===== config.mk =====
export PLATFORM = sky130hd
export DESIGN_NAME = uart_tx_module
export DESIGN_NICKNAME = d
export VERILOG_FILES = /design/src/rtl/uart_pkg.sv /design/src/rtl/uart_tx_fifo.sv /design/src/rtl/uart_tx_module.sv
export SDC_FILE = /design/constraint.sdc
export NUM_CORES = 1
export LEC_CHECK = 0
export BUFFER_PORTS_ARGS = -buffer_cell sky130_fd_sc_hd__buf_2
export CORE_MARGIN = 5
export CORE_UTILIZATION = 30
export CTS_BUF_LIST = sky130_fd_sc_hd__clkbuf_4 sky130_fd_sc_hd__clkbuf_8
export DETAILED_ROUTE_END_ITERATION = 7
export PLACE_DENSITY_LB_ADDON = 0.25
export SLEW_MARGIN = 20
export SYNTH_ARGS = -nofsm -noshare
export SYNTH_HDL_FRONTEND = slang
export SYNTH_SLANG_ARGS = --single-unit

===== constraint.sdc =====
create_clock -name CLK -period 4.4 [get_ports CLK]
set_input_delay 0.66 -clock CLK [delete_from_list [all_inputs] [get_ports CLK]]
set_output_delay 0.66 -clock CLK [all_outputs]
set_load 0.05 [all_outputs]

===== src/rtl/uart_pkg.sv =====
// Shared UART definitions: 8N1 frame constants, TX FSM states
// and a constant-width helper used by both transmit and receive sides.
package uart_pkg;

    localparam int DATA_BITS  = 8;
    localparam int START_BITS = 1;
    localparam int STOP_BITS  = 1;
    localparam int FRAME_BITS = START_BITS + DATA_BITS + STOP_BITS;

    localparam logic LINE_IDLE   = 1'b1;
    localparam logic START_LEVEL = 1'b0;
    localparam logic STOP_LEVEL  = 1'b1;

    typedef enum logic [1:0] {
        IDLE,
        START,
        DATA,
        STOP
    } tx_state_t;

    function automatic int clog2(input int value);
        int r;
        r = 0;
        while ((1 << r) < value) r++;
        return r;
    endfunction

endpackage


===== src/rtl/uart_tx_fifo.sv =====
// Small synchronous byte FIFO feeding the UART transmitter.
// Power-of-two depth so the pointers wrap naturally.
module uart_tx_fifo
    import uart_pkg::*;
#(
    parameter int DEPTH = 4,
    parameter int WIDTH = DATA_BITS
) (
    input  logic                       CLK,
    input  logic                       RSTn,
    input  logic                       wr_en,
    input  logic [WIDTH-1:0]           wr_data,
    input  logic                       rd_en,
    output logic [WIDTH-1:0]           rd_data,
    output logic                       full,
    output logic                       empty,
    output logic [clog2(DEPTH):0]      count
);

    localparam int AW = clog2(DEPTH);
    localparam int CW = AW + 1;

    logic [WIDTH-1:0] r_mem [DEPTH];
    logic [AW-1:0]    r_wr_ptr;
    logic [AW-1:0]    r_rd_ptr;
    logic [CW-1:0]    r_count;
    logic             w_push;
    logic             w_pop;

    assign w_push  = wr_en && !full;
    assign w_pop   = rd_en && !empty;
    assign full    = (r_count == CW'(DEPTH));
    assign empty   = (r_count == '0);
    assign count   = r_count;
    assign rd_data = r_mem[r_rd_ptr];

    // Pointer and occupancy tracking; push and pop together keep count.
    always_ff @(posedge CLK or negedge RSTn) begin
        if (!RSTn) begin
            r_wr_ptr <= '0;
            r_rd_ptr <= '0;
            r_count  <= '0;
        end else begin
            if (w_push) r_wr_ptr <= r_wr_ptr + AW'(1);
            if (w_pop)  r_rd_ptr <= r_rd_ptr + AW'(1);
            case ({w_push, w_pop})
                2'b10:   r_count <= r_count + CW'(1);
                2'b01:   r_count <= r_count - CW'(1);
                default: r_count <= r_count;
            endcase
        end
    end

    // Storage array; contents need no reset since count gates reads.
    always_ff @(posedge CLK) begin
        if (w_push) r_mem[r_wr_ptr] <= wr_data;
    end

endmodule


===== src/rtl/uart_tx_module.sv =====
// UART 8N1 transmitter with a byte FIFO in front of the serialiser.
// Line output and done pulse are registered one cycle behind the FSM.
module uart_tx_module
    import uart_pkg::*;
#(
    parameter int CLK_FREQ   = 50_000_000,
    parameter int BAUD       = 9600,
    parameter int BAUD_DIV   = CLK_FREQ / BAUD,
    parameter int FIFO_DEPTH = 4
) (
    input  logic                 CLK,
    input  logic                 RSTn,
    input  logic                 TX_En_Sig,
    input  logic [DATA_BITS-1:0] TX_Data,
    output logic                 TX_Full,
    output logic                 TX_Busy,
    output logic                 TX_Done_Sig,
    output logic                 TX_Ovf,
    output logic                 TX_Pin_Out
);

    localparam int BW = clog2(BAUD_DIV);
    localparam int IW = clog2(DATA_BITS);
    localparam int CW = clog2(FIFO_DEPTH) + 1;
    localparam logic [BW-1:0] BAUD_LAST = BW'(BAUD_DIV - 1);
    localparam logic [IW-1:0] BIT_LAST  = IW'(DATA_BITS - 1);

    tx_state_t            r_state, w_state_nxt;
    logic [BW-1:0]        r_baud_cnt, w_baud_nxt;
    logic [IW-1:0]        r_bit_idx, w_bit_nxt;
    logic [DATA_BITS-1:0] r_shift, w_shift_nxt;
    logic                 r_pin, w_pin_nxt;
    logic                 r_done, w_done_nxt;
    logic                 r_ovf;
    logic                 w_pop;
    logic                 w_full;
    logic                 w_empty;
    logic                 w_bit_end;
    logic [DATA_BITS-1:0] w_rd_data;
    logic [CW-1:0]        w_count;

    uart_tx_fifo #(
        .DEPTH (FIFO_DEPTH),
        .WIDTH (DATA_BITS)
    ) u_fifo (
        .CLK     (CLK),
        .RSTn    (RSTn),
        .wr_en   (TX_En_Sig),
        .wr_data (TX_Data),
        .rd_en   (w_pop),
        .rd_data (w_rd_data),
        .full    (w_full),
        .empty   (w_empty),
        .count   (w_count)
    );

    assign w_bit_end   = (r_baud_cnt == BAUD_LAST);
    assign TX_Full     = w_full;
    assign TX_Busy     = (r_state != IDLE) || (w_count != '0);
    assign TX_Done_Sig = r_done;
    assign TX_Ovf      = r_ovf;
    assign TX_Pin_Out  = r_pin;

    // FSM and datapath registers; reset drops any partial frame.
    always_ff @(posedge CLK or negedge RSTn) begin
        if (!RSTn) begin
            r_state    <= IDLE;
            r_baud_cnt <= '0;
            r_bit_idx  <= '0;
            r_shift    <= '0;
            r_pin      <= LINE_IDLE;
            r_done     <= 1'b0;
        end else begin
            r_state    <= w_state_nxt;
            r_baud_cnt <= w_baud_nxt;
            r_bit_idx  <= w_bit_nxt;
            r_shift    <= w_shift_nxt;
            r_pin      <= w_pin_nxt;
            r_done     <= w_done_nxt;
        end
    end

    // Sticky overflow: a write attempt while full is remembered.
    always_ff @(posedge CLK or negedge RSTn) begin
        if (!RSTn) r_ovf <= 1'b0;
        else       r_ovf <= r_ovf | (TX_En_Sig & w_full);
    end

    // Next-state, pop and line level; STOP chains straight into START.
    always_comb begin
        w_state_nxt = r_state;
        w_baud_nxt  = r_baud_cnt + BW'(1);
        w_bit_nxt   = r_bit_idx;
        w_shift_nxt = r_shift;
        w_pin_nxt   = LINE_IDLE;
        w_done_nxt  = 1'b0;
        w_pop       = 1'b0;
        unique case (r_state)
            IDLE: begin
                w_baud_nxt = '0;
                if (!w_empty) begin
                    w_pop       = 1'b1;
                    w_shift_nxt = w_rd_data;
                    w_state_nxt = START;
                end
            end
            START: begin
                w_pin_nxt = START_LEVEL;
                if (w_bit_end) begin
                    w_baud_nxt  = '0;
                    w_bit_nxt   = '0;
                    w_state_nxt = DATA;
                end
            end
            DATA: begin
                w_pin_nxt = r_shift[0];
                if (w_bit_end) begin
                    w_baud_nxt  = '0;
                    w_shift_nxt = r_shift >> 1;
                    w_bit_nxt   = r_bit_idx + IW'(1);
                    if (r_bit_idx == BIT_LAST) w_state_nxt = STOP;
                end
            end
            STOP: begin
                w_pin_nxt = STOP_LEVEL;
                if (w_bit_end) begin
                    w_done_nxt = 1'b1;
                    w_baud_nxt = '0;
                    if (!w_empty) begin
                        w_pop       = 1'b1;
                        w_shift_nxt = w_rd_data;
                        w_state_nxt = START;
                    end else begin
                        w_state_nxt = IDLE;
                    end
                end
            end
            default: w_state_nxt = IDLE;
        endcase
    end

endmodule

==> impl_results.html, run 1 <==
<table>
<tr><th>Metric</th><th>Value</th></tr>
<tr><th colspan="2">Status</th></tr>
<tr><td>Outcome</td><td>finished, final reports clean</td></tr>
<tr><th colspan="2">Clocking</th></tr>
<tr><td>Number of H-tree branching levels</td><td>3</td></tr>
<tr><td>Clock tree from TritonCTS</td><td>yes</td></tr>
<tr><td>Insertion delay of the later-clocked pin in the worst-skew pair</td><td>0.35 ns</td></tr>
<tr><td>Clock slew at reported path FFs</td><td>0.08 ns</td></tr>
<tr><td>Total of cells resized after clock tree synthesis</td><td>0</td></tr>
<tr><td>Clock buffer count from CTS</td><td>9</td></tr>
<tr><td>CTS Root Buffer Type</td><td>clkbuf_8</td></tr>
<tr><td>Hold buffers post-CTS</td><td>0</td></tr>
<tr><td>Clock sinks</td><td>68</td></tr>
<tr><td>Post-CTS Setup Repair Bufs</td><td>0</td></tr>
<tr><td>Clock tree buffer depth</td><td>2</td></tr>
<tr><th colspan="2">Timing</th></tr>
<tr><td>Hold_ws</td><td>0.3959 ns</td></tr>
<tr><td>Highest clock rate</td><td>386.0 MHz</td></tr>
<tr><td>Tightest slew margin relative to the limit</td><td>a little under half</td></tr>
<tr><td>RSZ-0062 raised after global routing</td><td>no</td></tr>
<tr><td>Final count of hold timing violations</td><td>0</td></tr>
<tr><td>Final setup fails</td><td>0</td></tr>
<tr><td>Setup tns final</td><td>0 ns</td></tr>
<tr><td>Minimum period implied by the final worst setup slack</td><td>between 2 and 3 ns</td></tr>
<tr><td>Final worst-path setup slack</td><td>about 1.8 ns</td></tr>
<tr><td>Count of final max-slew check failures</td><td>0</td></tr>
<tr><td>Slew at the pin with the worst max-slew slack</td><td>approximately 0.80 ns</td></tr>
<tr><td>Fin crit share</td><td>between 50% and 60%</td></tr>
<tr><td>Clock tree skew after final layout</td><td>0.007731 ns</td></tr>
<tr><th colspan="2">Final layout</th></tr>
<tr><td>Top library cells by usage in the layout, fill and taps aside</td><td>35 x dfrtp_1, 32 x edfxtp_1, 20 x nor2_1</td></tr>
<tr><td>Final standard cell count with taps included and fillers excluded</td><td>377</td></tr>
<tr><td>Net count of the finished layout</td><td>roughly 260</td></tr>
<tr><td>Commonest non-fill, non-tap cell in the layout</td><td>dfrtp_1</td></tr>
<tr><td>Final instance area</td><td>roughly 0.0036 mm^2</td></tr>
<tr><td>Share of final-layout standard cells stronger than drive strength 1</td><td>a little over a quarter</td></tr>
<tr><td>Finished Core Util</td><td>34.59%</td></tr>
<tr><td>Area overhead of the layout relative to synthesis</td><td>13.32%</td></tr>
<tr><td>Number of diodes</td><td>0</td></tr>
<tr><th colspan="2">Global routing</th></tr>
<tr><td>Maximum number of pins on one net before global-route repair</td><td>37</td></tr>
<tr><td>GR Overflow Total</td><td>0</td></tr>
<tr><td>Vias in the first global route</td><td>1713</td></tr>
<tr><td>Global-route wire length before repair</td><td>slightly below 9000 um</td></tr>
<tr><td>Global Route Usage Sum</td><td>a little under a tenth</td></tr>
<tr><td>Antenna violations before repair</td><td>0</td></tr>
<tr><th colspan="2">Critical path</th></tr>
<tr><td>Worst Reg-to-Reg Cells</td><td>10</td></tr>
<tr><td>Startpoint class of the critical path</td><td>flip-flop</td></tr>
<tr><td>Crit path required time</td><td>4.68 ns</td></tr>
<tr><td>Critical Path Fanout Max</td><td>5</td></tr>
<tr><td>Critical setup path kind</td><td>reg -&gt; reg</td></tr>
<tr><td>Category of the worst setup path capture point</td><td>flip-flop</td></tr>
<tr><td>Critical Path Max Stage Delay</td><td>between 0.4 and 0.5 ns</td></tr>
<tr><td>Critical path data arrival time</td><td>2.87 ns</td></tr>
<tr><td>Slowest cell on crit path</td><td>fa_1</td></tr>
<tr><td>Cell Chain, Critical Path</td><td>ha_1 &gt; and4_4 &gt; a41oi_1 &gt; nor3_2 &gt; ha_1 &gt; inv_1 &gt; fa_1 &gt; xor2_1 &gt; nor2_1 &gt; xor2_1</td></tr>
<tr><th colspan="2">Yosys</th></tr>
<tr><td>Largest area contributor in the netlist</td><td>edfxtp_1</td></tr>
<tr><td>Top area cells in the synthesized netlist</td><td>edfxtp_1 31%, dfrtp_1 28%, ha_1 5.6%</td></tr>
<tr><td>Sequential area share after synthesis</td><td>59.39%</td></tr>
<tr><td>Portion of synthesized cell area occupied by the leading cell type</td><td>30.63%</td></tr>
<tr><td>Synthesized cell area</td><td>0.003137 mm^2</td></tr>
<tr><td>Synthesized netlist net count</td><td>~240</td></tr>
<tr><td>Synth unique cells</td><td>38</td></tr>
<tr><td>Most used DFF post-synth</td><td>dfrtp_1</td></tr>
<tr><td>Fraction of registers with async set or reset after synthesis</td><td>52.94%</td></tr>
<tr><td>Number of warnings printed during yosys synthesis</td><td>0</td></tr>
<tr><td>Mean instance size in the synthesized netlist</td><td>~15 um^2</td></tr>
<tr><td>FF+latch count, synth</td><td>just under 70</td></tr>
<tr><td>Mapped Cells</td><td>215</td></tr>
<tr><td>Count of flip-flops with a built-in enable after synthesis</td><td>32</td></tr>
<tr><th colspan="2">Pwr</th></tr>
<tr><td>Power, Total</td><td>2.369 mW</td></tr>
<tr><td>Standby leakage power</td><td>1.428 nW</td></tr>
<tr><td>Maximum ir drop on the vdd rail</td><td>0.2021 mV</td></tr>
<tr><td>Power density over the cells</td><td>666.4 mW/mm^2</td></tr>
<tr><th colspan="2">Floorplan</th></tr>
<tr><td>Die height</td><td>112.3 um</td></tr>
<tr><td># IOs</td><td>16</td></tr>
<tr><td>Total die area</td><td>0.01260 mm^2</td></tr>
<tr><td>FP Rows</td><td>37</td></tr>
<tr><td>Initial core utilization</td><td>30.52%</td></tr>
<tr><td>Standard cell core area</td><td>just over 0.01 mm^2</td></tr>
<tr><td>Die W</td><td>between 100 and 150 um</td></tr>
<tr><th colspan="2">Run</th></tr>
<tr><td>Max-capacitance violation count</td><td>0</td></tr>
<tr><th colspan="2">Routing</th></tr>
<tr><td>Number of nets with antenna violations after detailed routing</td><td>0</td></tr>
<tr><td>Remaining design rule violation count</td><td>0</td></tr>
<tr><td>Vias per cell</td><td>4.347</td></tr>
<tr><td>Detailed-route via count</td><td>1639</td></tr>
<tr><td>Wire length reported by the detailed router</td><td>5132 um</td></tr>
<tr><td>First-pass iteration count of the detailed router</td><td>4</td></tr>
<tr><td>Detailed-route wire length per cell</td><td>about 14 um</td></tr>
<tr><td>Violation count after the first detailed-route iteration</td><td>39</td></tr>
<tr><th colspan="2">Placed design</th></tr>
<tr><td>Half-perimeter wire length after detailed placement</td><td>3495 um</td></tr>
<tr><td>Cell area reported after detailed placement</td><td>0.003339 mm^2</td></tr>
<tr><td>Total of buffers placed on input and output ports</td><td>15</td></tr>
<tr><td>Placed cells</td><td>approximately 360</td></tr>
<tr><td>Post-Place Setup Slack</td><td>roughly 1.8 ns</td></tr>
<tr><td>GPL Wtd Cong</td><td>0.7200</td></tr>
<tr><th colspan="2">Min path</th></tr>
<tr><td>Path category of the worst min-delay check</td><td>in -&gt; async</td></tr>
</table>
[cell usage after synthesis (all sizes together) (5+ instances only)]
library cell and instances:
dfrtp 35, and2 6, xor2 6, mux2 17, nand3 6, edfxtp 32, inv 13, nor3 5
nand2 7, mux4 8, nor2 20, ha 14, xnor2 11
[logic make-up (layout without fill, tap and decap cells)]
family / count (synthesis) / in the layout / share of synthesized area (%)
adders and majority gates: 15 / 15 / 6.223
xor gates and xnor gates: 17 / 17 / 4.747
AOI/OAI and AO/OA: 14 / 14 / 3.510
DFF: 68 / 68 / 59.39
buffers and inverters: 18 / 44 / 2.912
muxes: 25 / 25 / 12.92
and+or+nand+nor: 58 / 58 / 10.29
[critical path, delay by kind of cell, from the launching register on]
family,cells,cell delay [ns]
AO/OA/AOI/OAI,1,0.18
adder cells (fa/ha/maj),3,0.94
XOR/XNOR,2,0.29
buffers and inverters,1,0.07
flip-flops,1,0.41
AND/OR/NAND/NOR,3,0.63
[path summary, 6_finish.rpt]
check                                        start                             end  slack (ns)
max                        r_baud_cnt[0]$_DFF_PN0_     u_fifo.count[2]$_DFFE_PN0P_        1.81
min                                           RSTn          r_shift[0]$_DFFE_PN0P_        0.40
min in group CLK                  TX_Ovf$_DFF_PN0_                TX_Ovf$_DFF_PN0_        0.46
min reg2reg                       TX_Ovf$_DFF_PN0_                TX_Ovf$_DFF_PN0_        0.46
max in group asynchronous                     RSTn  u_fifo.r_wr_ptr[0]$_DFFE_PN0P_        3.50
max reg2reg                r_baud_cnt[0]$_DFF_PN0_     u_fifo.count[2]$_DFFE_PN0P_        1.81
[per-layer routing]
layer,up-vias,global-route usage (%),part of all wire (%)
met4,0,5.529,2.8
li1,810,-,-
met2,16,13.83,47
met1,800,11.59,47
met5,-,0,0
met3,13,2.857,2.8
[registers in the layout (all words and copies together) (netlist names)]
register and flops:
r_bit_idx 3, r_baud_cnt 13, u_fifo.r_mem 32, u_fifo.r_wr_ptr 2
r_state 2, r_shift 8, TX_Ovf 1, TX_Pin_Out 1
u_fifo.count 3, TX_Done_Sig 1, u_fifo.r_rd_ptr 2
[where the power goes]
group / total (mW) / internal [mW] / switching, mW / leakage [nW]
clock network: 0.560 / 0.317 / 0.243 / 0.109
logic: 0.830 / 0.431 / 0.399 / 0.575
registers: 0.979 / 0.848 / 0.131 / 0.744
total: 2.37 / 1.60 / 0.773 / 1.43
[layout make-up]
type / count / area [um^2]
clock buffers: 9 / 123.9
clock inverters: 7 / 91.34
fillers: 1023 / 6723
inverters: 13 / 48.80
multi-input cells: 129 / 1182
flip-flops and latches: 68 / 1863
well taps: 136 / 170.2
repair buffers: 15 / 75.07
Note: power is estimated with default switching activity, not from simulation.
==> run 2: changes to the inputs <==
--- a/config.mk
+++ b/config.mk
@@ -5,6 +5,7 @@
 export SDC_FILE = /design/constraint.sdc
 export NUM_CORES = 1
 export LEC_CHECK = 0
+export ABC_AREA = 1
 export BUFFER_PORTS_ARGS = -buffer_cell sky130_fd_sc_hd__buf_2
 export CORE_MARGIN = 5
 export CORE_UTILIZATION = 30
==> constraint.sdc (replaced) <==
create_clock -name CLK -period 2.2 [get_ports CLK]
set_input_delay 0.33 -clock CLK [delete_from_list [all_inputs] [get_ports CLK]]
set_output_delay 0.33 -clock CLK [all_outputs]
set_load 0.05 [all_outputs]
==> run 2 against run 1 <==
Against the previous run: clock skew is 0.0091 ns higher; via count is 40% higher; area after synthesis is 2.7% higher; clock-buffer cell count stayed put; maximum frequency is 22% higher; worst hold slack worse by 0.33 ns; critical endpoint unchanged; largest power group unchanged; highest routed layer unchanged.
==> impl_results.html, run 2 <==
<table>
<tr><th>Metric</th><th>Value</th></tr>
<tr><th colspan="2">Yosys</th></tr>
<tr><td>Top area cells in the synthesized netlist</td><td>edfxtp_1 30%, dfrtp_1 27%, nand2_1 12% (was edfxtp_1 31%, dfrtp_1 28%, ha_1 5.6%)</td></tr>
<tr><td>FF+latch count, synth</td><td>68 (unchanged)</td></tr>
<tr><td>Number of warnings printed during yosys synthesis</td><td>0 (unchanged)</td></tr>
<tr><td>Most used DFF post-synth</td><td>dfrtp_1 (unchanged)</td></tr>
<tr><td>Largest area contributor in the netlist</td><td>edfxtp_1 (unchanged)</td></tr>
<tr><td>Mapped Cells</td><td>343 (was 215)</td></tr>
<tr><td>Synth unique cells</td><td>31 (was 38)</td></tr>
<tr><td>Synthesized cell area</td><td>0.003222 mm^2 (was 0.003137 mm^2)</td></tr>
<tr><td>Sequential area share after synthesis</td><td>57.83% (was 59.39%)</td></tr>
<tr><td>Commonest cells post-synth</td><td>105 x nand2_1, 39 x nand3_1, 35 x dfrtp_1 (was 35 x dfrtp_1, 32 x edfxtp_1, 20 x nor2_1)</td></tr>
<tr><td>Fraction of registers with async set or reset after synthesis</td><td>52.94% (unchanged)</td></tr>
<tr><td>Most frequently used cell type in the post-synthesis netlist</td><td>nand2_1 (was dfrtp_1)</td></tr>
<tr><td>Synthesized netlist net count</td><td>369 (was 241)</td></tr>
<tr><td>Count of flip-flops with a built-in enable after synthesis</td><td>32 (unchanged)</td></tr>
<tr><td>Mean instance size in the synthesized netlist</td><td>9.393 um^2 (was 14.59 um^2)</td></tr>
<tr><td>Portion of synthesized cell area occupied by the leading cell type</td><td>29.83% (was 30.63%)</td></tr>
<tr><th colspan="2">Final layout</th></tr>
<tr><td>Area overhead of the layout relative to synthesis</td><td>18.37% (was 13.32%)</td></tr>
<tr><td>Number of fillers in the final layout</td><td>1051 (was 1023)</td></tr>
<tr><td>Net count of the finished layout</td><td>407 (was 262)</td></tr>
<tr><td>Max reg flops</td><td>32 (unchanged)</td></tr>
<tr><td>Top flop regs</td><td>u_fifo.r_mem: 32 flops, r_baud_cnt: 13 flops, r_shift: 8 flops (unchanged)</td></tr>
<tr><td>Register with the highest flop count</td><td>u_fifo.r_mem (unchanged)</td></tr>
<tr><td>Top library cells by usage in the layout, fill and taps aside</td><td>102 x nand2_1, 38 x nand3_1, 35 x dfrtp_1 (was 35 x dfrtp_1, 32 x edfxtp_1, 20 x nor2_1)</td></tr>
<tr><td>Share of final-layout standard cells stronger than drive strength 1</td><td>19.69% (was 26.14%)</td></tr>
<tr><td>Final instance area</td><td>0.003814 mm^2 (was 0.003555 mm^2)</td></tr>
<tr><td>Commonest non-fill, non-tap cell in the layout</td><td>nand2_1 (was dfrtp_1)</td></tr>
<tr><td>Number of diodes</td><td>0 (unchanged)</td></tr>
<tr><th colspan="2">Timing</th></tr>
<tr><td>Fin crit share</td><td>96.61% (was 58.88%)</td></tr>
<tr><td>Final setup fails</td><td>0 (unchanged)</td></tr>
<tr><td>RSZ-0062 raised after global routing</td><td>yes (was no)</td></tr>
<tr><td>Highest clock rate</td><td>470.5 MHz (was 386.0 MHz)</td></tr>
<tr><td>Tightest slew margin relative to the limit</td><td>44.38% (was 46.96%)</td></tr>
<tr><td>Slew at the pin with the worst max-slew slack</td><td>0.8312 ns (was 0.7956 ns)</td></tr>
<tr><td>Count of final max-slew check failures</td><td>0 (unchanged)</td></tr>
<tr><td>Clock tree skew after final layout</td><td>0.01688 ns (was 0.007731 ns)</td></tr>
<tr><td>Final count of hold timing violations</td><td>0 (unchanged)</td></tr>
<tr><td>Minimum period implied by the final worst setup slack</td><td>2.126 ns (was 2.591 ns)</td></tr>
<tr><th colspan="2">Routing</th></tr>
<tr><td>Number of nets with antenna violations after detailed routing</td><td>0 (unchanged)</td></tr>
<tr><td>WL met3</td><td>201 um (was 142 um)</td></tr>
<tr><td>Detailed-route wire length per cell</td><td>11.73 um (was 13.61 um)</td></tr>
<tr><td>Routed metal-1 wirelength</td><td>3005 um (was 2422 um)</td></tr>
<tr><td>First-pass iteration count of the detailed router</td><td>4 (unchanged)</td></tr>
<tr><td>Vias per cell</td><td>4.397 (was 4.347)</td></tr>
<tr><td>Wire length reported by the detailed router</td><td>6121 um (was 5132 um)</td></tr>
<tr><td>Detailed route wirelength on metal2</td><td>2851 um (was 2420 um)</td></tr>
<tr><td>Violation count after the first detailed-route iteration</td><td>134 (was 39)</td></tr>
<tr><td>Remaining design rule violation count</td><td>0 (unchanged)</td></tr>
<tr><td>Detailed-route via count</td><td>2295 (was 1639)</td></tr>
<tr><td>Highest metal used</td><td>met4 (unchanged)</td></tr>
<tr><th colspan="2">Placed design</th></tr>
<tr><td>Half-perimeter wire length after detailed placement</td><td>4179 um (was 3495 um)</td></tr>
<tr><td>GPL Wtd Cong</td><td>0.7491 (was 0.7200)</td></tr>
<tr><td>Total of buffers placed on input and output ports</td><td>15 (unchanged)</td></tr>
<tr><td>Cell area reported after detailed placement</td><td>0.003573 mm^2 (was 0.003339 mm^2)</td></tr>
<tr><th colspan="2">Critical path</th></tr>
<tr><td>Launch point of the critical path</td><td>r_baud_cnt[1]$_DFF_PN0_ (was r_baud_cnt[0]$_DFF_PN0_)</td></tr>
<tr><td>Critical path data arrival time</td><td>2.35 ns (was 2.87 ns)</td></tr>
<tr><td>Critical Path Fanout Max</td><td>2 (was 5)</td></tr>
<tr><td>Crit path required time</td><td>2.43 ns (was 4.68 ns)</td></tr>
<tr><td>R2r startpoint</td><td>r_baud_cnt[1]$_DFF_PN0_ (was r_baud_cnt[0]$_DFF_PN0_)</td></tr>
<tr><td>Startpoint class of the critical path</td><td>flip-flop (unchanged)</td></tr>
<tr><td>Category of the worst setup path capture point</td><td>flip-flop (unchanged)</td></tr>
<tr><td>Critical setup path kind</td><td>reg -&gt; reg (unchanged)</td></tr>
<tr><th colspan="2">Global routing</th></tr>
<tr><td>Global-route wire length before repair</td><td>11050 um (was 8852 um)</td></tr>
<tr><td>Vias in the first global route</td><td>2360 (was 1713)</td></tr>
<tr><td>Maximum number of pins on one net before global-route repair</td><td>37 (unchanged)</td></tr>
<tr><td>GR Overflow Total</td><td>0 (unchanged)</td></tr>
<tr><td>Global Route Usage Sum</td><td>10.69% (was 9.191%)</td></tr>
<tr><td>Antenna violations before repair</td><td>0 (unchanged)</td></tr>
<tr><th colspan="2">Clocking</th></tr>
<tr><td>Insertion delay of the later-clocked pin in the worst-skew pair</td><td>0.35 ns (about the same)</td></tr>
<tr><td>Clock sinks</td><td>68 (unchanged)</td></tr>
<tr><td>Clock buffer count from CTS</td><td>9 (unchanged)</td></tr>
<tr><td>Clock tree from TritonCTS</td><td>yes (unchanged)</td></tr>
<tr><td>Number of H-tree branching levels</td><td>3 (unchanged)</td></tr>
<tr><td>Post-CTS Setup Repair Bufs</td><td>0 (unchanged)</td></tr>
<tr><td>Clock slew at reported path FFs</td><td>0.08 ns (about the same)</td></tr>
<tr><td>Clock tree buffer depth</td><td>2 (unchanged)</td></tr>
<tr><td>CTS Root Buffer Type</td><td>clkbuf_8 (unchanged)</td></tr>
<tr><th colspan="2">Floorplan</th></tr>
<tr><td>Die height</td><td>113.6 um (was 112.3 um)</td></tr>
<tr><td>FP Rows</td><td>37 (unchanged)</td></tr>
<tr><td># IOs</td><td>16 (unchanged)</td></tr>
<tr><td>Initial core utilization</td><td>30.93% (was 30.52%)</td></tr>
<tr><td>Total die area</td><td>0.01291 mm^2 (was 0.01260 mm^2)</td></tr>
<tr><td>Die W</td><td>113.6 um (was 112.3 um)</td></tr>
<tr><td>Standard cell core area</td><td>0.01042 mm^2 (was 0.01028 mm^2)</td></tr>
<tr><th colspan="2">Min path</th></tr>
<tr><td>Path category of the worst min-delay check</td><td>in -&gt; async (unchanged)</td></tr>
<tr><th colspan="2">Pwr</th></tr>
<tr><td>Power, Total</td><td>3.093 mW (was 2.369 mW)</td></tr>
<tr><td>Power density over the cells</td><td>811.1 mW/mm^2 (was 666.4 mW/mm^2)</td></tr>
<tr><td>Maximum ir drop on the vdd rail</td><td>0.4795 mV (was 0.2021 mV)</td></tr>
<tr><td>Standby leakage power</td><td>1.746 nW (was 1.428 nW)</td></tr>
<tr><th colspan="2">Status</th></tr>
<tr><td>Outcome</td><td>finished, final reports clean (unchanged)</td></tr>
<tr><th colspan="2">Run</th></tr>
<tr><td>Max-capacitance violation count</td><td>0 (unchanged)</td></tr>
</table>
==> run 2: timing repair <==
item	4_1_cts	5_1_grt
pin swaps	2	6
hold buffers	0	0
setup endpoints to repair	1	1
resized for setup	3	8
==> run 2: path summary, 6_finish.rpt <==
| kind | endpoint | slack (ns) | depth (start not counted) |
|---|---|---|---|
| min in group CLK | u_fifo.r_mem[1][3]$_DFFE_PP_ | 0.19 | 1 |
| worst min-delay path | r_baud_cnt[6]$_DFF_PN0_ | 0.07 | 1 |
| worst max-delay path | u_fifo.count[2]$_DFFE_PN0P_ | 0.07 | 15 |
| worst min register to register | TX_Ovf$_DFF_PN0_ | 0.47 | 1 |
| worst max register to register | u_fifo.count[2]$_DFFE_PN0P_ | 0.07 | 15 |
| max in group asynchronous | r_state[1]$_DFFE_PN0P_ | 1.59 | 1 |
==> run 2: cell families after synthesis <==
| logic type | Yosys count | synth area share [%] |
|---|---|---|
| AO/OA/AOI/OAI | 17 | 3.340 |
| adder cells (fa/ha/maj) | 15 | 6.058 |
| XOR/XNOR | 7 | 1.903 |
| AND/OR/NAND/NOR | 192 | 25.40 |
| buffers and inverters | 44 | 5.475 |
| flip-flops | 68 | 57.83 |
==> run 2: metal layers <==
layer / up-vias / global-route usage (%)
met5: - / 0
met4: 0 / 3.365
met3: 6 / 2.812
met2: 33 / 17.24
met1: 1083 / 14.06
li1: 1173 / -
==> run 2: stage by stage <==
step / hold WS, ns / setup slack [ns] / setup TNS, ns / cells / util, %
after floorplan: 0.03441 / 0.007976 / 0 / 343 / -
after global placement: 0.4436 / 0.02152 / 0 / 506 / 34.31
after detailed placement: 0.4481 / -0.03053 / -0.03053 / 506 / 34.31
after CTS: 0.1027 / 0.0003830 / 0 / 522 / 36.37
after global routing: 0.1482 / -0.06095 / -0.06095 / 522 / 36.61
final: 0.06611 / 0.07449 / 0 / 522 / 36.61
==> run 2: critical path: stages, from the launching register on <==
cell	delay, ns
dfrtp_1	0.36
ha_2	0.20
nand2_2	0.06
inv_2	0.06
nand2_2	0.06
nor2_4	0.12
nand3_2	0.08
nand2_2	0.09
nand2_2	0.06
inv_2	0.07
ha_4	0.12
inv_2	0.03
fa_2	0.35
a21oi_2	0.14
o21ai_2	0.07
xor2_1	0.14
==> run 2: power by group <==
group          switching [mW]  internal (mW)  total [mW]
sequential             0.0611           1.51        1.57
combinational           0.301          0.138       0.439
clock                   0.538          0.543        1.08
total                   0.900           2.19        3.09
==> run 2: final cells by class <==
type | count | area, um^2 | area share, %
flip-flops and latches | 68 | 1863 | 48.85
clock buffers | 9 | 123.9 | 3.248
multi-input cells | 231 | 1220 | 31.99
clock inverters | 7 | 83.83 | 2.198
well taps | 136 | 170.2 | 4.462
repair buffers | 33 | 210.2 | 5.512
inverters | 38 | 142.6 | 3.740
==> run 3: changes to the inputs <==
--- a/config.mk
+++ b/config.mk
@@ -12,6 +12,7 @@
 export CTS_BUF_LIST = sky130_fd_sc_hd__clkbuf_4 sky130_fd_sc_hd__clkbuf_8
 export DETAILED_ROUTE_END_ITERATION = 7
 export PLACE_DENSITY_LB_ADDON = 0.25
+export RECOVER_POWER = 25
 export SLEW_MARGIN = 20
 export SYNTH_ARGS = -nofsm -noshare
 export SYNTH_HDL_FRONTEND = slang
==> run 3 against run 2 <==
Against the previous run: sequential share of layout area is 0.14 points higher; register-to-register slack hardly changed; highest routed layer unchanged; clock skew is essentially flat; sequential cell count did not move; worst setup slack about the same; the run now ends with capacitance limit, slew limit left.
==> impl_results.html, run 3 (synthesized netlist as in run 2, its figures left out) <==
<table>
<tr><th>Metric</th><th>Value</th></tr>
<tr><th colspan="2">Critical path</th></tr>
<tr><td>Worst Path Buf+Inv</td><td>3 (unchanged)</td></tr>
<tr><td>Startpoint class of the critical path</td><td>flip-flop (unchanged)</td></tr>
<tr><td>Critical Path Fanout Max</td><td>2 (unchanged)</td></tr>
<tr><td>R2r startpoint</td><td>r_baud_cnt[1]$_DFF_PN0_ (unchanged)</td></tr>
<tr><td>Crit path required time</td><td>2.43 ns (about the same)</td></tr>
<tr><td>Worst reg2reg setup slack</td><td>0.07 ns (about the same)</td></tr>
<tr><td>Category of the worst setup path capture point</td><td>flip-flop (unchanged)</td></tr>
<tr><td>Cell repeated most along the worst path</td><td>nand2_2 (unchanged)</td></tr>
<tr><td>Cell Chain, Critical Path</td><td>ha_2 &gt; nand2_2 &gt; inv_2 &gt; nand2_2 &gt; nor2_4 &gt; nand3_2 &gt; nand2_2 &gt; nand2_2 &gt; inv_2 &gt; ha_4 &gt; inv_2 &gt; fa_2 &gt; a21oi_2 &gt; o21ai_2 &gt; xor2_1 (unchanged)</td></tr>
<tr><td>Critical setup path kind</td><td>reg -&gt; reg (unchanged)</td></tr>
<tr><td>Worst Reg-to-Reg Cells</td><td>15 (unchanged)</td></tr>
<tr><td>Slowest cell on crit path</td><td>dfrtp_1 (unchanged)</td></tr>
<tr><td>Critical path data arrival time</td><td>2.35 ns (about the same)</td></tr>
<tr><td>Critical Path Max Stage Delay</td><td>0.36 ns (about the same)</td></tr>
<tr><td>Endpoint of the lowest-slack register-to-register path</td><td>u_fifo.count[2]$_DFFE_PN0P_ (unchanged)</td></tr>
<tr><td>Cell family with the largest share of critical-path delay</td><td>adder cells (unchanged)</td></tr>
<tr><th colspan="2">Final layout</th></tr>
<tr><td>Final instance area</td><td>0.003802 mm^2 (was 0.003814 mm^2)</td></tr>
<tr><td>Top library cells by usage in the layout, fill and taps aside</td><td>102 x nand2_1, 38 x nand3_1, 35 x dfrtp_1 (unchanged)</td></tr>
<tr><td>Number of diodes</td><td>0 (unchanged)</td></tr>
<tr><td>Finished Core Util</td><td>36.50% (was 36.61%)</td></tr>
<tr><td>Share of final-layout standard cells stronger than drive strength 1</td><td>17.36% (was 19.69%)</td></tr>
<tr><td>Final standard cell count with taps included and fillers excluded</td><td>522 (unchanged)</td></tr>
<tr><td>Commonest non-fill, non-tap cell in the layout</td><td>nand2_1 (unchanged)</td></tr>
<tr><td>Net count of the finished layout</td><td>407 (unchanged)</td></tr>
<tr><td>Max reg flops</td><td>32 (unchanged)</td></tr>
<tr><td>Register with the highest flop count</td><td>u_fifo.r_mem (unchanged)</td></tr>
<tr><td>Top flop regs</td><td>u_fifo.r_mem: 32 flops, r_baud_cnt: 13 flops, r_shift: 8 flops (unchanged)</td></tr>
<tr><td>Area overhead of the layout relative to synthesis</td><td>18.02% (was 18.37%)</td></tr>
<tr><th colspan="2">Timing</th></tr>
<tr><td>RSZ-0062 raised after global routing</td><td>yes (unchanged)</td></tr>
<tr><td>Final setup fails</td><td>0 (unchanged)</td></tr>
<tr><td>Final worst-path setup slack</td><td>0.07450 ns (was 0.07449 ns)</td></tr>
<tr><td>Final count of hold timing violations</td><td>0 (unchanged)</td></tr>
<tr><td>Setup tns final</td><td>0 ns (unchanged)</td></tr>
<tr><td>Minimum period implied by the final worst setup slack</td><td>2.125 ns (was 2.126 ns)</td></tr>
<tr><td>Tightest slew margin relative to the limit</td><td>-31.14% (was 44.38%)</td></tr>
<tr><td>Slew at the pin with the worst max-slew slack</td><td>1.967 ns (was 0.8312 ns)</td></tr>
<tr><td>Count of final max-slew check failures</td><td>37 (was 0)</td></tr>
<tr><td>Highest clock rate</td><td>470.5 MHz (about the same)</td></tr>
<tr><td>Clock tree skew after final layout</td><td>0.01674 ns (was 0.01688 ns)</td></tr>
<tr><td>Fin crit share</td><td>96.61% (about the same)</td></tr>
<tr><td>Hold_ws</td><td>0.2299 ns (was 0.06611 ns)</td></tr>
<tr><th colspan="2">Global routing</th></tr>
<tr><td>Vias in the first global route</td><td>2360 (unchanged)</td></tr>
<tr><td>Maximum number of pins on one net before global-route repair</td><td>37 (unchanged)</td></tr>
<tr><td>Global Route Usage Sum</td><td>10.69% (unchanged)</td></tr>
<tr><td>GR Overflow Total</td><td>0 (unchanged)</td></tr>
<tr><td>Antenna violations before repair</td><td>0 (unchanged)</td></tr>
<tr><td>Global-route wire length before repair</td><td>11050 um (unchanged)</td></tr>
<tr><th colspan="2">Pwr</th></tr>
<tr><td>Power, Total</td><td>3.091 mW (was 3.093 mW)</td></tr>
<tr><td>Sequential group share of total power</td><td>50.9% (about the same)</td></tr>
<tr><td>Clock power share</td><td>35.0% (was 34.9%)</td></tr>
<tr><td>Net switching fraction of the power</td><td>29.12% (was 29.09%)</td></tr>
<tr><td>Pint</td><td>2.191 mW (was 2.193 mW)</td></tr>
<tr><td>Maximum ir drop on the vdd rail</td><td>0.4798 mV (was 0.4795 mV)</td></tr>
<tr><td>Standby leakage power</td><td>1.721 nW (was 1.746 nW)</td></tr>
<tr><td>Switching power</td><td>900.2 uW (was 899.8 uW)</td></tr>
<tr><td>Power density over the cells</td><td>813.0 mW/mm^2 (was 811.1 mW/mm^2)</td></tr>
<tr><td>Relative contribution of combinational cells to total power</td><td>14.1% (was 14.2%)</td></tr>
<tr><th colspan="2">Clocking</th></tr>
<tr><td>CTS Root Buffer Type</td><td>clkbuf_8 (unchanged)</td></tr>
<tr><td>Insertion delay of the later-clocked pin in the worst-skew pair</td><td>0.35 ns (about the same)</td></tr>
<tr><td>Number of H-tree branching levels</td><td>3 (unchanged)</td></tr>
<tr><td>Clock sinks</td><td>68 (unchanged)</td></tr>
<tr><td>Clock tree buffer depth</td><td>2 (unchanged)</td></tr>
<tr><td>Clock slew at reported path FFs</td><td>0.09 ns (was 0.08 ns)</td></tr>
<tr><td>Clock buffer count from CTS</td><td>9 (unchanged)</td></tr>
<tr><td>Clock tree from TritonCTS</td><td>yes (unchanged)</td></tr>
<tr><th colspan="2">Placed design</th></tr>
<tr><td>Placed cells</td><td>506 (unchanged)</td></tr>
<tr><td>Post-Place Setup Slack</td><td>-0.03053 ns (unchanged)</td></tr>
<tr><td>Half-perimeter wire length after detailed placement</td><td>4179 um (unchanged)</td></tr>
<tr><td>GPL Wtd Cong</td><td>0.7491 (unchanged)</td></tr>
<tr><td>Cell area reported after detailed placement</td><td>0.003573 mm^2 (unchanged)</td></tr>
<tr><td>Total of buffers placed on input and output ports</td><td>15 (unchanged)</td></tr>
<tr><th colspan="2">Floorplan</th></tr>
<tr><td>FP Rows</td><td>37 (unchanged)</td></tr>
<tr><td># IOs</td><td>16 (unchanged)</td></tr>
<tr><td>Total die area</td><td>0.01291 mm^2 (unchanged)</td></tr>
<tr><td>Die W</td><td>113.6 um (unchanged)</td></tr>
<tr><td>Die height</td><td>113.6 um (unchanged)</td></tr>
<tr><td>Initial core utilization</td><td>30.93% (unchanged)</td></tr>
<tr><td>Standard cell core area</td><td>0.01042 mm^2 (unchanged)</td></tr>
<tr><th colspan="2">Routing</th></tr>
<tr><td>Remaining design rule violation count</td><td>0 (unchanged)</td></tr>
<tr><td>Wire length reported by the detailed router</td><td>6136 um (was 6121 um)</td></tr>
<tr><td>Violation count after the first detailed-route iteration</td><td>137 (was 134)</td></tr>
<tr><td>Detailed-route wire length per cell</td><td>11.75 um (was 11.73 um)</td></tr>
<tr><td>First-pass iteration count of the detailed router</td><td>4 (unchanged)</td></tr>
<tr><td>Number of nets with antenna violations after detailed routing</td><td>0 (unchanged)</td></tr>
<tr><td>Vias per cell</td><td>4.398 (was 4.397)</td></tr>
<tr><td>Detailed-route via count</td><td>2296 (was 2295)</td></tr>
<tr><th colspan="2">Min path</th></tr>
<tr><td>Hold path depth</td><td>1</td></tr>
<tr><td>Path category of the worst min-delay check</td><td>in -&gt; reg (was in -&gt; async)</td></tr>
<tr><td>Worst Min Path Start</td><td>TX_Data[3]</td></tr>
<tr><td>Hold Crit Endpoint</td><td>u_fifo.r_mem[1][3]$_DFFE_PP_</td></tr>
<tr><th colspan="2">Status</th></tr>
<tr><td>Failing checks</td><td>capacitance limit, slew limit</td></tr>
<tr><td>Outcome</td><td>finished with violations (was finished, final reports clean)</td></tr>
<tr><th colspan="2">Run</th></tr>
<tr><td>Max-capacitance violation count</td><td>1 (was 0)</td></tr>
</table>
## run 3: cell count changes in the layout (fill, tap and decap cells not counted)
| cell | before | now |
|---|---|---|
| clkbuf_1 | 0 | 9 |
| buf_2 | 15 | 6 |
## run 3: worst max path at each step
stage	startpoint	to	cells past startpoint	slack [ns]
global route	r_baud_cnt[1]$_DFF_PN0_	u_fifo.count[2]$_DFFE_PN0P_	15	-0.06
global placement	r_baud_cnt[0]$_DFF_PN0_	u_fifo.count[2]$_DFFE_PN0P_	15	0.02
CTS	r_baud_cnt[1]$_DFF_PN0_	u_fifo.count[2]$_DFFE_PN0P_	15	0.0004
finish	r_baud_cnt[1]$_DFF_PN0_	u_fifo.count[2]$_DFFE_PN0P_	15	0.07
detailed placement	r_baud_cnt[1]$_DFF_PN0_	u_fifo.count[2]$_DFFE_PN0P_	15	-0.03
floorplan	r_baud_cnt[0]$_DFF_PN0_	u_fifo.count[2]$_DFFE_PN0P_	15	0.008
## run 3: per-layer routing
layer | up-vias | GRT usage, % | share of wire [%]
met5 | - | 0 | 0
met4 | 0 | 3.365 | 1.0
met3 | 6 | 2.812 | 3.5
met2 | 33 | 17.24 | 46
met1 | 1084 | 14.06 | 49
li1 | 1173 | - | -
## run 3: final cells by class
type,instances,area (um^2)
tap,136,170.2
inverter,38,142.6
clock buffer,9,123.9
timing repair buffer,33,198.9
sequential,68,1863
fill,1054,6614
multi-input combinational,231,1220
clock inverter,7,83.83
## run 3: what timing repair did
action / CTS / global route
pin swaps: 2 / 6
gates resized for setup: 3 / 8
hold buffers: 0 / 0
setup buffers: 0 / 0
hold endpoints to repair: 0 / 0
setup endpoints to repair: 1 / 1
## run 3: power groups by stage
stage | sequential, mW | clock (mW) | combinational, mW
3_3_place_gp | 1.60 | 0 | 0.424
4_1_cts | 1.57 | 1.11 | 0.432
6_report | 1.57 | 1.08 | 0.437
3_5_place_dp | 1.60 | 0 | 0.431
5_1_grt | 1.59 | 1.17 | 0.504
2_1_floorplan | 1.59 | 0 | 0.296
